File: config.mk
export PLATFORM = sky130hd
export DESIGN_NAME = fib_bcd_display
export DESIGN_NICKNAME = d
export VERILOG_FILES = /design/src/rtl/fib_bcd_display.sv
export SDC_FILE = /design/constraint.sdc
export NUM_CORES = 1
export LEC_CHECK = 0
export ABC_CLOCK_PERIOD_IN_PS = 2910
export BUFFER_PORTS_ARGS = -buffer_cell sky130_fd_sc_hd__buf_2
export CAP_MARGIN = 20
export CELL_PAD_IN_SITES_DETAIL_PLACEMENT = 1
export CELL_PAD_IN_SITES_GLOBAL_PLACEMENT = 1
export CORE_ASPECT_RATIO = 1.25
export CORE_UTILIZATION = 30
export CTS_CLUSTER_SIZE = 40
export DETAILED_ROUTE_END_ITERATION = 12
export PLACE_DENSITY = 0.69
export REMOVE_ABC_BUFFERS = 1
export SKIP_LAST_GASP = 1
export SYNTH_ARGS = -nofsm -noshare
export SYNTH_HDL_FRONTEND = slang
export SYNTH_SLANG_ARGS = --single-unit
File: constraint.sdc
create_clock -name clk -period 2.91 [get_ports clk]
set_clock_uncertainty 0.05 [all_clocks]
set_input_delay 0.582 -clock clk [delete_from_list [all_inputs] [get_ports clk]]
set_output_delay 0.582 -clock clk [all_outputs]
set_load 0.01 [all_outputs]
File: src/rtl/fib_bcd_display.sv
// fib_bcd_display: binary-to-BCD converter and 8-digit 7-segment scanner
// for the Fibonacci generator output.
//
// Ports:
//   clk      system clock
//   rst      synchronous reset, active-high
//   f_valid  single-cycle strobe, f_out valid this cycle
//   f_out    16-bit binary term
//   busy     conversion in progress
//   bcd      last completed conversion, digit4..digit0 at [19:16]..[3:0]
//   an       digit anodes, active-low, an[0] = rightmost digit
//   dec_ddp  segments, active-low, [7:1] = a..g, [0] = dp
//
// Parameter REFRESH_DIV: clk cycles each digit stays lit (>= 2).
// Macro LEADING_ZERO_BLANK_EN: blank leading zero digits 4..1.
module fib_bcd_display #(
    parameter int REFRESH_DIV = 50000
) (
    input  logic        clk,
    input  logic        rst,
    input  logic        f_valid,
    input  logic [15:0] f_out,
    output logic        busy,
    output logic [19:0] bcd,
    output logic [7:0]  an,
    output logic [7:0]  dec_ddp
);

    typedef enum logic [1:0] {
        IDLE,
        CONV,
        DONE
    } state_t;

    localparam int CW = (REFRESH_DIV > 2) ? $clog2(REFRESH_DIV) : 1;
    localparam logic [CW-1:0] CNT_MAX = CW'(REFRESH_DIV - 1);

    state_t      state;
    logic [35:0] sh;
    logic [35:0] sh_adj;
    logic [3:0]  iter;
    logic        pend;
    logic [15:0] pend_val;
    logic [15:0] restart_val;

    // Add-3 correction on every BCD nibble before the shift.
    always_comb begin
        sh_adj = sh;
        for (int i = 0; i < 5; i++) begin
            if (sh[16+4*i +: 4] >= 4'd5) begin
                sh_adj[16+4*i +: 4] = sh[16+4*i +: 4] + 4'd3;
            end
        end
    end

    // A strobe arriving in DONE is newer than any pending value.
    assign restart_val = f_valid ? f_out : pend_val;

    always_ff @(posedge clk) begin
        if (rst) begin
            state    <= IDLE;
            sh       <= '0;
            iter     <= '0;
            pend     <= 1'b0;
            pend_val <= '0;
            busy     <= 1'b0;
            bcd      <= '0;
        end else begin
            unique case (state)
                IDLE: begin
                    if (f_valid) begin
                        sh    <= {20'd0, f_out};
                        iter  <= '0;
                        busy  <= 1'b1;
                        state <= CONV;
                    end
                end
                CONV: begin
                    sh   <= {sh_adj[34:0], 1'b0};
                    iter <= iter + 4'd1;
                    if (iter == 4'd15) begin
                        state <= DONE;
                    end
                    if (f_valid) begin
                        pend     <= 1'b1;
                        pend_val <= f_out;
                    end
                end
                DONE: begin
                    bcd  <= sh[35:16];
                    pend <= 1'b0;
                    if (f_valid || pend) begin
                        sh    <= {20'd0, restart_val};
                        iter  <= '0;
                        state <= CONV;
                    end else begin
                        busy  <= 1'b0;
                        state <= IDLE;
                    end
                end
                default: begin
                    state <= IDLE;
                end
            endcase
        end
    end

    function automatic logic [7:0] seg7(input logic [3:0] d);
        logic [7:0] s;
        case (d)
            4'd0:    s = 8'b0000_0011;
            4'd1:    s = 8'b1001_1111;
            4'd2:    s = 8'b0010_0101;
            4'd3:    s = 8'b0000_1101;
            4'd4:    s = 8'b1001_1001;
            4'd5:    s = 8'b0100_1001;
            4'd6:    s = 8'b0100_0001;
            4'd7:    s = 8'b0001_1111;
            4'd8:    s = 8'b0000_0001;
            4'd9:    s = 8'b0000_1001;
            default: s = 8'hFF;
        endcase
        return s;
    endfunction

    logic [CW-1:0] cnt;
    logic [2:0]    idx;
    logic [31:0]   bcd_pad;
    logic [3:0]    nib;
    logic [7:0]    lz;
    logic          blank;
    logic [7:0]    seg_nxt;

    assign bcd_pad = {12'd0, bcd};
    assign nib     = bcd_pad[{idx, 2'b00} +: 4];

    // lz[k]: digit k and every digit above it are zero.
    always_comb begin
        lz    = '0;
        lz[4] = (bcd[19:16] == 4'd0);
        lz[3] = lz[4] && (bcd[15:12] == 4'd0);
        lz[2] = lz[3] && (bcd[11:8] == 4'd0);
        lz[1] = lz[2] && (bcd[7:4] == 4'd0);
    end

`ifdef LEADING_ZERO_BLANK_EN
    assign blank = lz[idx];
`else
    assign blank = 1'b0;
`endif

    always_comb begin
        seg_nxt = 8'hFF;
        if (idx <= 3'd4 && !blank) begin
            seg_nxt = seg7(nib);
        end
    end

    // an and dec_ddp come from the same idx and register on the
    // same edge, so no cycle pairs one digit's anode with another's
    // segments.
    always_ff @(posedge clk) begin
        if (rst) begin
            cnt     <= '0;
            idx     <= '0;
            an      <= 8'hFE;
            dec_ddp <= 8'b0000_0011;
        end else begin
            if (cnt == CNT_MAX) begin
                cnt <= '0;
                idx <= idx + 3'd1;
            end else begin
                cnt <= cnt + 1'b1;
            end
            an      <= ~(8'h01 << idx);
            dec_ddp <= seg_nxt;
        end
    end

    logic unused_lz;
    assign unused_lz = ^{lz[7:5], lz[0]};

endmodule

==> results.md, run 1 <==
- The TritonCTS sink count is 114.
- Once the clock tree was built, the setup fixing pass inserted 0 buffers.
- The number of buffers created by CTS is 17.
- The total global-route track usage is between 10% and 20%.
- Counting distinct cell types in the post-synthesis netlist gives 47.
- The post-cts resize count is 0.
- The critical path class is reg -> reg.
- The worst setup path is captured at a flop.
- The register clock-pin slew on the reported worst setup and hold paths is 0.05 ns.
- STA puts the critical path data arrival time at 2.69 ns.
- Once detailed placement completed, the half-perimeter wirelength came to slightly above 10,000 um.
- From bottom edge to top edge, the die measures 152 um.
- The initial antenna violation count is 0.
- The prevailing post-synth register cell is sky130_fd_sc_hd__dfxtp_1.
- The synthesized flop and latch total is 114.
- Measured against its own limit, the worst slew margin works out to 53.4%.
- The required time at the endpoint of the critical path is 3.20 ns.
- The repair_antennas step left the layout with diodes totalling 0.
- Entering global routing, the biggest net connects 42 pins.
- Setup repair after global routing left no endpoint under its margin.
- The flow ran to the end, and the final reports show no timing, DRC or antenna violations.
- The cell sitting at the root of the clock tree is a sky130_fd_sc_hd__clkbuf_16.
- Once layout is done, the placed cells without fillers occupy 6530 um2.
- The maximum clock insertion buffer count is 2.
- The end-of-flow core utilization is between 30 and 40%.
- The count of buffers added on input and output ports is 54.
- The count of final max-slew check failures came to 0.
- STA classifies the critical path startpoint as a flop.
- The number of flops mapped to enable cells by yosys is 0.
- The number of hold violations in the final report is 0.
- The length of the first detailed-routing pass in iterations is 4.
- TritonCTS built the clock tree.
- Counting instances in the post-synthesis netlist gives the leading cell types as sky130_fd_sc_hd__dfxtp_1 (114), sky130_fd_sc_hd__nor2_1 (89), sky130_fd_sc_hd__nand2_1 (53), sky130_fd_sc_hd__a21oi_1 (38).
- The cell taking the most area after synthesis is sky130_fd_sc_hd__dfxtp_1.
- Across the VDD grid, the largest voltage drop is about 0.32 mV.
- For this run, design rule violations remaining after detail routing come to 0.
- At the end of routability-driven placement, the weighted congestion stood at 0.825.
- The synthesized area divided by synthesized cell count is 8.74 um2.
- In this run the cell area measured after placement is 5910 um2.
- By area the synthesized netlist is led by sky130_fd_sc_hd__dfxtp_1 (42%), sky130_fd_sc_hd__ha_1 (6.2%), sky130_fd_sc_hd__nor2_1 (6.2%), sky130_fd_sc_hd__mux2i_1 (6.1%), sky130_fd_sc_hd__nand2_1 (3.7%).
- The number of buffers inserted by hold repair at cts is 0.
- The effective utilization at floorplan is a little under a third.
- At the pin with the least slew margin, the transition time is 0.693 ns.
- The detail route stage leaves a number of antenna-violating nets equal to 0.
- For this block, the routed nets add up to 14,600 um of wire.
- The number of nets in the layout is 713.
- The floorplan die area is 18,600 um2.
- The final clock period utilization by the worst path is between 80% and 90%.
- The routed via count is 4,630.
- The number of top-level pins is 56.
- The share of the synthesized area in the top cell type is 42.2%.
- In this run the standard cell core region covers 17,600 um2.
- Along the worst path, the maximum fanout reaches 20.
- Adding up every negative setup slack in the final design gives 0 ns.
- The shortest period the worst path allows is 2.41 ns.
- Max-cap violations in this run came to 0.
- The most numerous cell in the Yosys netlist is sky130_fd_sc_hd__dfxtp_1.
- The die width is 122 um.
- The design draws 4.23 mW.
- After detailed routing, the average wire length per cell comes to 16.2 um.
- The clock network latency to the later pin of the worst-skew pair is between 0.4 and 0.5 ns.
- Sequential elements use a little over two fifths of the synthesized area.
- In this run the power density over the cells is 648 nW/um2.
- The H-tree was split into 4 levels.
- The number of placement rows is 54.
- The highest attainable clock frequency is 0.415 GHz.
- The worst hold path class is in -> reg.
- After detailed routing, the number of vias per cell comes to 5.13.
- The number of failing setup endpoints in the final timing report is 0.
- The proportion of register bits with asynchronous set or reset after synthesis is 0%.
- The post-synth design cell area is 5410 um2.
- The count of warnings emitted by yosys is 0.
- After global routing the overflow that remains totals 0.
- The first global-routing pass estimated 24,300 um of wire.
- The number of global-route vias before repair was 4,825.
- The area added between synthesis and finish is 20.7%.
- In this run the static leakage power is 2.58 nW.
- Cells with a size suffix above 1 make up between 15 and 20% of the layout.
- The first routing iteration left 178 violations.
- The post-synthesis cell count is 619.
[final cells by class]
cell class	instances	area [um2]
Inverter	23	86.3
Multi-Input combinational cell	441	2870
Sequential cell	114	2280
Timing Repair Buffer	70	390
Fill cell	2068	11000
Clock inverter	10	156
Tap cell	224	280
Clock buffer	20	467
[per-layer routing]
| metal | part of all wire (%) | track usage [%] | vias to the layer above | wire length (um) |
|---|---|---|---|---|
| li1 | - | - | 2274 | - |
| met5 | 0 | 0 | - | 0 |
| met3 | 3.1 | 3.63 | 26 | 457 |
| met2 | 52 | 29.3 | 84 | 7540 |
| met4 | 2.2 | 7.03 | 0 | 327 |
| met1 | 43 | 18.9 | 2246 | 6260 |
[through the flow]
step / cells / worst slack, ns / hold slack (ns)
CTS: 902 / 0.494 / 0.376
detailed placement: 872 / 0.504 / 0.398
global placement: 872 / 0.598 / 0.391
finish: 902 / 0.503 / 0.389
floorplan: 578 / -0.284 / 0.380
global route: 902 / 0.378 / 0.382
[placed cells by master, fill, tap and decap left out, drive strengths merged, types with 14 or more instances in the layout]
| cell | count |
|---|---|
| o21ai | 17 |
| inv | 23 |
| a22o | 17 |
| and3 | 17 |
| buf | 70 |
| nor2 | 89 |
| nand3 | 14 |
| a211oi | 19 |
| clkbuf | 20 |
| a21oi | 38 |
| nand2 | 53 |
| mux2i | 33 |
| ha | 27 |
| a221oi | 17 |
| dfxtp | 114 |
[flip-flops by register name (all words and copies together), names as in the netlist]
register	count
sh	36
bcd	20
cnt	16
pend_val	16
an	8
dec_ddp	7
iter	4
idx	3
state	2
busy	1
pend	1
[worst max-delay path: stages, from the launching register on]
cell and delay [ns]:
sky130_fd_sc_hd__dfxtp_1 0.36, sky130_fd_sc_hd__inv_1 0.09, sky130_fd_sc_hd__ha_2 0.37, sky130_fd_sc_hd__nor2b_4 0.21, sky130_fd_sc_hd__o21ba_1 0.18, sky130_fd_sc_hd__or2_1 0.35, sky130_fd_sc_hd__buf_4 0.20, sky130_fd_sc_hd__or3_1 0.36
sky130_fd_sc_hd__a21oi_1 0.15
[final timing paths]
check,start,depth (start not counted),slack (ns),end
setup reg to reg,state[0]$_SDFFE_PP0P_,8,0.50,sh[35]$_SDFFE_PP0P_
setup / recovery,state[0]$_SDFFE_PP0P_,8,0.50,sh[35]$_SDFFE_PP0P_
hold reg to reg,pend_val[3]$_SDFFE_PP0P_,2,0.40,pend_val[3]$_SDFFE_PP0P_
hold / removal,f_out[8],3,0.39,pend_val[8]$_SDFFE_PP0P_
[cell families (layout without fill, tap and decap cells)]
kind of cell | Yosys count | after routing | synth area share (%)
buf+inv | 64 | 123 | 4.88
fa+ha+maj | 27 | 27 | 6.24
flops | 114 | 114 | 42.2
compound gates | 131 | 131 | 16.6
mux | 35 | 35 | 6.94
simple gates | 223 | 223 | 19.2
xor+xnor | 24 | 24 | 3.88
other cells | 1 | 1 | 0.0693
[where the power goes]
group | total, mW | switching, mW | internal, mW
clock network | 2.20 | 0.713 | 1.49
logic | 0.374 | 0.240 | 0.134
registers | 1.66 | 0.0369 | 1.62
total | 4.23 | 0.990 | 3.24
No activity file was read; power rests on OpenSTA's default activity.
==> inputs of run 2 (changes only) <==
--- a/config.mk
+++ b/config.mk
@@ -5,7 +5,7 @@
 export SDC_FILE = /design/constraint.sdc
 export NUM_CORES = 1
 export LEC_CHECK = 0
-export ABC_CLOCK_PERIOD_IN_PS = 2910
+export ABC_CLOCK_PERIOD_IN_PS = 2100
 export BUFFER_PORTS_ARGS = -buffer_cell sky130_fd_sc_hd__buf_2
 export CAP_MARGIN = 20
 export CELL_PAD_IN_SITES_DETAIL_PLACEMENT = 1
@@ -14,7 +14,7 @@
 export CORE_UTILIZATION = 30
 export CTS_CLUSTER_SIZE = 40
 export DETAILED_ROUTE_END_ITERATION = 12
-export PLACE_DENSITY = 0.69
+export PLACE_DENSITY = 0.71
 export REMOVE_ABC_BUFFERS = 1
 export SKIP_LAST_GASP = 1
 export SYNTH_ARGS = -nofsm -noshare
==> constraint.sdc (replaced) <==
create_clock -name clk -period 2.1 [get_ports clk]
set_clock_uncertainty 0.05 [all_clocks]
set_input_delay 0.42 -clock clk [delete_from_list [all_inputs] [get_ports clk]]
set_output_delay 0.42 -clock clk [all_outputs]
set_load 0.01 [all_outputs]
==> results.md, run 2 (synthesized netlist as in run 1, its figures left out) <==
- Traced cell by cell, the critical path runs through buf_6 > nor4bb_4 > a21oi_2 > buf_4 > ha_1 > or2_2 > a211oi_2 > a311oi_1.
- The number of nets in the layout is 739 (+3.6%).
- The total power divided by cell area is 857 nW/um2 (+32%).
- The floorplan die area was 18,600 um2 (unchanged).
- The worst setup path is captured at a flop.
- The critical path class is reg -> reg.
- The post-route DRC violation count is 0 (unchanged).
- The routability-driven placement congestion ratio is 0.861 (+4.4%).
- The setup slack at placement is -0.105 ns (-0.610 ns).
- The effective utilization at floorplan is 30.8% (unchanged).
- The kind of start point of the critical path is a flop.
- The leakage power of the design is 2.71 nW (+5.1%).
- Setup repair after global routing could not meet its margin everywhere.
- CTS placed an instance of sky130_fd_sc_hd__clkbuf_16 at the clock tree root.
- The final clock period utilization by the worst path was 97.4% (+15 points).
- The routed via count is 4,844 (+4.6%).
- The overall routed net length is 15,500 um (+6.6%).
- The number of global-route vias before repair is 5,159 (+6.9%).
- The starting DRC count in detailed routing came to 222 (+25%).
- The initial antenna violation count was 0 (unchanged).
- The timing startpoint of the critical path is idx[0]$_SDFFE_PP0N_.
- The TritonCTS sink count was 114 (unchanged).
- The height of the chip is 152 um (unchanged).
- The count of H-tree levels built during CTS is 4 (unchanged).
- The worst vdd rail ir drop is 0.585 mV (+83%).
- The required time at the endpoint of the critical path is 2.34 ns (-0.86 ns).
- The shortest period the worst path allows is 2.04 ns (-0.363 ns).
- The count of maximum capacitance violations was 0 (unchanged).
- In the layout the commonest cells are sky130_fd_sc_hd__dfxtp_1 (110), sky130_fd_sc_hd__nor2_1 (87), sky130_fd_sc_hd__buf_2 (54).
- The number of hold violations in the final report came to 0 (unchanged).
- The number of flip-flops under the largest register name is 36 (unchanged).
- The maximum net fanout on the critical path came to 8 (-60%).
- The run finished with clean final reports.
- The area added between synthesis and finish is 25.6%.
- The slowest stage of the critical path belongs to the cell sky130_fd_sc_hd__dfxtp_4.
- The register clock-pin slew on the reported worst setup and hold paths was 0.06 ns (about the same).
- The data arrival time of the critical path is 2.29 ns (-0.40 ns).
- The placeable core area is 17,600 um2 (unchanged).
- The detailed-route vias per instance is 5.21 (+1.6%).
- The library cell used most frequently in the layout, excluding fill and tap cells, is sky130_fd_sc_hd__dfxtp_1.
- The die width is 122 um (unchanged).
- The remaining antenna violation count is 0 (unchanged).
- The least setup slack across all paths after layout was 0.0556 ns (-0.447 ns).
- The largest registers in the layout are sh (36), bcd (20).
- In this run the most critical hold path is launched from f_out[6].
- The number of diodes added for antenna fixing is 0 (unchanged).
- The number of buffer cells added on primary ports is 54 (unchanged).
- The worst hold path class is in -> reg.
- The number of failing setup endpoints in the final timing report came to 0 (unchanged).
- The largest register by flop count is sh.
- The length of the first detailed-routing pass in iterations is 4 (unchanged).
- The transition time of the tightest slew-check pin is 0.610 ns (-0.0836 ns).
- The fraction of final layout cells with drive strength greater than 1 is 21.1% (+5.5 points).
- The launch point of the worst reg-to-reg path is idx[0]$_SDFFE_PP0N_.
- The number of top-level pins was 56 (unchanged).
- The sum of overflow across all layers after global routing was 0 (unchanged).
- The half-perimeter wire length of the detailed placement result came to 10,700 um (+4.5%).
- The total global-route track usage is 17.4% (+0.81 points).
- The post-detailed-route wirelength per cell is 16.7 um (+3.5%).
- The highest attainable clock frequency is 0.489 GHz (+18%).
- The pin count of the biggest net entering global routing is 41 (-2.4%).
- The number of placement rows is 54 (unchanged).
- The tightest slew margin relative to the limit was 59.3% (+5.8 points).
- The maximum single-stage delay on the critical path is 0.36 ns (about the same).
- The number of buffers created by CTS is 17 (unchanged).
- The count of final max-slew check failures is 0 (unchanged).
- The global-route wire length before repair is 25,600 um (+5.4%).
- The clock network latency to the later pin of the worst-skew pair came to 0.42 ns (about the same).
- The maximum clock insertion buffer count is 2 (unchanged).
- The total power is 5.83 mW (+38%).
- TritonCTS built the clock tree.
run 2: final timing paths:
check,end,slack [ns],cells after the start
setup reg to reg,dec_ddp[4]$_SDFF_PP0_,0.06,8
hold / removal,pend_val[6]$_SDFFE_PP0P_,0.21,3
setup / recovery,dec_ddp[4]$_SDFF_PP0_,0.06,8
hold reg to reg,pend_val[4]$_SDFFE_PP0P_,0.40,2
run 2: layout make-up:
type                    count  area [um2]
multi-input cells         441        2930
clock inverters            10         134
well taps                 224         280
clock buffers              21         460
repair buffers             96         609
inverters                  23        86.3
fillers                  2094       10800
flip-flops and latches    114        2290
run 2: what timing repair did:
item | 4_1_cts | 5_1_grt
gates resized for setup | 5 | 21
endpoints found under the setup margin | 8 | 11
buffers inserted | 1 | 2
cloned | 0 | 0
hold buffers | 0 | 0
pin swaps | 2 | 5
run 2: worst max-delay path, delay by kind of cell, from the launching register on:
kind / cells / cell delay [ns]
AND/OR/NAND/NOR: 2 / 0.61
AO/OA/AOI/OAI: 3 / 0.37
flip-flops: 1 / 0.36
buffers and inverters: 2 / 0.31
adder cells (fa/ha/maj): 1 / 0.20
run 2: routing by layer:
layer  track usage, %  share of wire [%]  vias to the layer above
li1                 -                  -                     2331
met1             19.8                 43                     2377
met2             30.7                 51                      105
met3             3.93                3.4                       31
met4             7.20                2.5                        0
met5                0                  0                        -
run 2: where the power goes:
group | switching (mW) | total (mW) | internal [mW]
Sequential | 0.0496 | 2.30 | 2.25
Combinational | 0.360 | 0.615 | 0.255
Clock | 1.00 | 2.91 | 1.91
run 2: per-stage QoR:
step                cells  util [%]  instance area [um2]  setup TNS [ns]  hold WS, ns
CTS                   927      38.2                 6710         -0.0472        0.197
global route          929      38.7                 6800         -0.0458        0.216
finish                929      38.7                 6800               0        0.214
global placement      895      34.7                 6090         -0.0109        0.391
floorplan             578         -                 5230          -40.90        0.380
detailed placement    895      34.7                 6090          -0.345        0.400
==> inputs of run 3 (changes only) <==
--- a/config.mk
+++ b/config.mk
@@ -11,10 +11,10 @@
 export CELL_PAD_IN_SITES_DETAIL_PLACEMENT = 1
 export CELL_PAD_IN_SITES_GLOBAL_PLACEMENT = 1
 export CORE_ASPECT_RATIO = 1.25
-export CORE_UTILIZATION = 30
+export CORE_UTILIZATION = 35
 export CTS_CLUSTER_SIZE = 40
 export DETAILED_ROUTE_END_ITERATION = 12
-export PLACE_DENSITY = 0.71
+export PLACE_DENSITY = 0.79
 export REMOVE_ABC_BUFFERS = 1
 export SKIP_LAST_GASP = 1
 export SYNTH_ARGS = -nofsm -noshare
==> results.md, run 3 (synthesized netlist as in run 1, its figures left out) <==
- The combined flip-flop and latch cell area came to 2290 um2 (-0.22%).
- The length of the first detailed-routing pass in iterations was 4 (unchanged).
- The number of global-route vias before repair was 5,021 (-2.7%).
- The tightest slew margin relative to the limit is 59.4% (+0.10 points).
- The routed via count was 4,775 (-1.4%).
- The number of buffers created by CTS is 17 (unchanged).
- The effective utilization at floorplan is 36.0% (+5.2 points).
- The transition time of the tightest slew-check pin is 0.608 ns (-0.00156 ns).
- The least setup slack across all paths after layout is 0.0230 ns (-0.0326 ns).
- The leakage power of the design is 2.74 nW (+1.4%).
- The height of the chip is 141 um (-7.3%).
- The starting DRC count in detailed routing came to 143 (-36%).
- The setup slack at placement is -0.369 ns (-0.264 ns).
- The filler cell count is 1,755 (-16%).
- The clock root buffer is sky130_fd_sc_hd__clkbuf_16.
- The total power divided by cell area is 906 nW/um2 (+5.7%).
- The shortest period the worst path allows is 2.08 ns (+0.0326 ns).
- The TritonCTS sink count came to 114 (unchanged).
- The count of final max-slew check failures is 0 (unchanged).
- The count of H-tree levels built during CTS came to 4 (unchanged).
- The maximum net fanout on the critical path is 5 (-3).
- The register clock-pin slew on the reported worst setup and hold paths is 0.05 ns (about the same).
- Setup repair after global routing could not meet its margin everywhere.
- The worst setup path is launched from a flop.
- The sum of overflow across all layers after global routing is 0 (unchanged).
- The number of buffer cells added on primary ports is 54 (unchanged).
- The setup TNS was 0 ns (unchanged).
- The remaining antenna violation count is 0 (unchanged).
- The final clock period utilization by the worst path came to 98.9% (+1.6 points).
- The number of hold violations in the final report came to 0 (unchanged).
- In this run the worst hold path is classified as in -> reg.
- The number of nets in the layout is 736 (-0.41%).
- TritonCTS built the clock tree.
- The detailed-route vias per instance is 5.40 (+3.5%).
- The worst setup path is captured at a flop.
- The routability-driven placement congestion ratio was 0.812 (-5.7%).
- In the layout the commonest cells are sky130_fd_sc_hd__dfxtp_1 (112), sky130_fd_sc_hd__nor2_1 (86), sky130_fd_sc_hd__buf_2 (54).
- The half-perimeter wire length of the detailed placement result is 10,300 um (-4.5%).
- The die width is 113 um (-7.3%).
- The fraction of final layout cells with drive strength greater than 1 is 21.1% (-0.082 points).
- The flow ran to the end, and the final reports show no timing, DRC or antenna violations.
- The total area of multi-input combinational cells was 2960 um2 (+0.90%).
- The number of top-level pins came to 56 (unchanged).
- The maximum clock insertion buffer count came to 2 (unchanged).
- The initial antenna violation count is 0 (unchanged).
- The count of maximum capacitance violations is 0 (unchanged).
- The global-route wire length before repair was 24,100 um (-5.9%).
- The placeable core area is 15,000 um2 (-15%).
- The clock network latency to the later pin of the worst-skew pair is 0.42 ns (about the same).
- The total global-route track usage is 19.3% (+1.9 points).
- The post-route DRC violation count is 0 (unchanged).
- The area added between synthesis and finish is 26.1%.
- In the final layout, the registers with the most flip-flops are sh (36), bcd (20).
- The required time at the endpoint of the critical path was 2.33 ns (about the same).
- The number of failing setup endpoints in the final timing report was 0 (unchanged).
- The worst vdd rail ir drop is 0.427 mV (-27%).
- The pin count of the biggest net entering global routing is 41 (unchanged).
- The overall routed net length is 14,900 um (-4.2%).
- sh holds more flip-flops than any other register.
- The number of flip-flops under the largest register name is 36 (unchanged).
- The highest attainable clock frequency is 0.481 GHz (-1.6%).
- The data arrival time of the critical path came to 2.31 ns (+0.02 ns).
- The worst setup path is of the reg -> reg kind.
- The number of placement rows is 50 (-7.4%).
- The number of diodes added for antenna fixing was 0 (unchanged).
- The most common cell after layout, fill and taps aside is sky130_fd_sc_hd__dfxtp_1.
- The post-detailed-route wirelength per cell is 16.8 um (+0.54%).
- The floorplan die area is 16,000 um2 (-14%).
==> run 3: report_power, final <==
| part | leakage (nW) | switching (mW) | internal (mW) |
|---|---|---|---|
| registers | 0.926 | 0.0497 | 2.25 |
| logic | 1.49 | 0.350 | 0.226 |
| clock network | 0.330 | 0.999 | 2.31 |
==> run 3: critical path, stage by stage, from the launching register on <==
cell	delay, ns
sky130_fd_sc_hd__dfxtp_4	0.42
sky130_fd_sc_hd__mux2i_4	0.27
sky130_fd_sc_hd__o22ai_1	0.11
sky130_fd_sc_hd__o21ai_1	0.19
sky130_fd_sc_hd__inv_1	0.11
sky130_fd_sc_hd__ha_2	0.19
sky130_fd_sc_hd__or2_4	0.26
sky130_fd_sc_hd__a211oi_2	0.25
sky130_fd_sc_hd__a211oi_1	0.07
==> run 3: through the flow <==
stage | utilization (%) | cells | hold WS (ns) | power [mW] | cell area, um2
final | 45.5 | 885 | 0.214 | 6.18 | 6830
after global routing | 45.5 | 885 | 0.207 | 6.41 | 6830
after CTS | 44.6 | 878 | 0.192 | 6.23 | 6700
after detailed placement | 40.0 | 847 | 0.400 | 2.91 | 6010
after global placement | 40.0 | 847 | 0.391 | 2.88 | 6010
after floorplan | - | 578 | 0.380 | 2.63 | 5230
==> run 3: final timing paths <==
kind | cells after the start | end | start | slack (ns)
worst min-delay path | 3 | pend_val[5]$_SDFFE_PP0P_ | f_out[5] | 0.21
worst max-delay path | 8 | dec_ddp[7]$_SDFF_PP0_ | idx[0]$_SDFFE_PP0N_ | 0.02
worst min register to register | 2 | pend_val[9]$_SDFFE_PP0P_ | pend_val[9]$_SDFFE_PP0P_ | 0.41
worst max register to register | 8 | dec_ddp[7]$_SDFF_PP0_ | idx[0]$_SDFFE_PP0N_ | 0.02
==> run 3: per-layer routing <==
layer	global-route usage, %	vias to the layer above	part of all wire [%]
li1	-	2332	-
met1	20.0	2309	41
met3	4.39	26	3.4
met2	35.8	108	53
met5	0	-	0
met4	10.4	0	2.7
==> run 3: what timing repair did <==
action,CTS,global route
gates resized for setup,11,17
endpoints found under the setup margin,26,14
pin swaps,2,9
setup buffers,0,7
hold buffers,0,0
==> run 3: area by class of cell <==
| class | instances | share of cell area, % |
|---|---|---|
| Tap cell | 182 | 3.34 |
| Multi-Input combinational cell | 441 | 43.4 |
| Timing Repair Buffer | 93 | 8.60 |
| Clock buffer | 22 | 6.95 |
| Inverter | 23 | 1.26 |
| Clock inverter | 10 | 2.97 |
| Sequential cell | 114 | 33.5 |
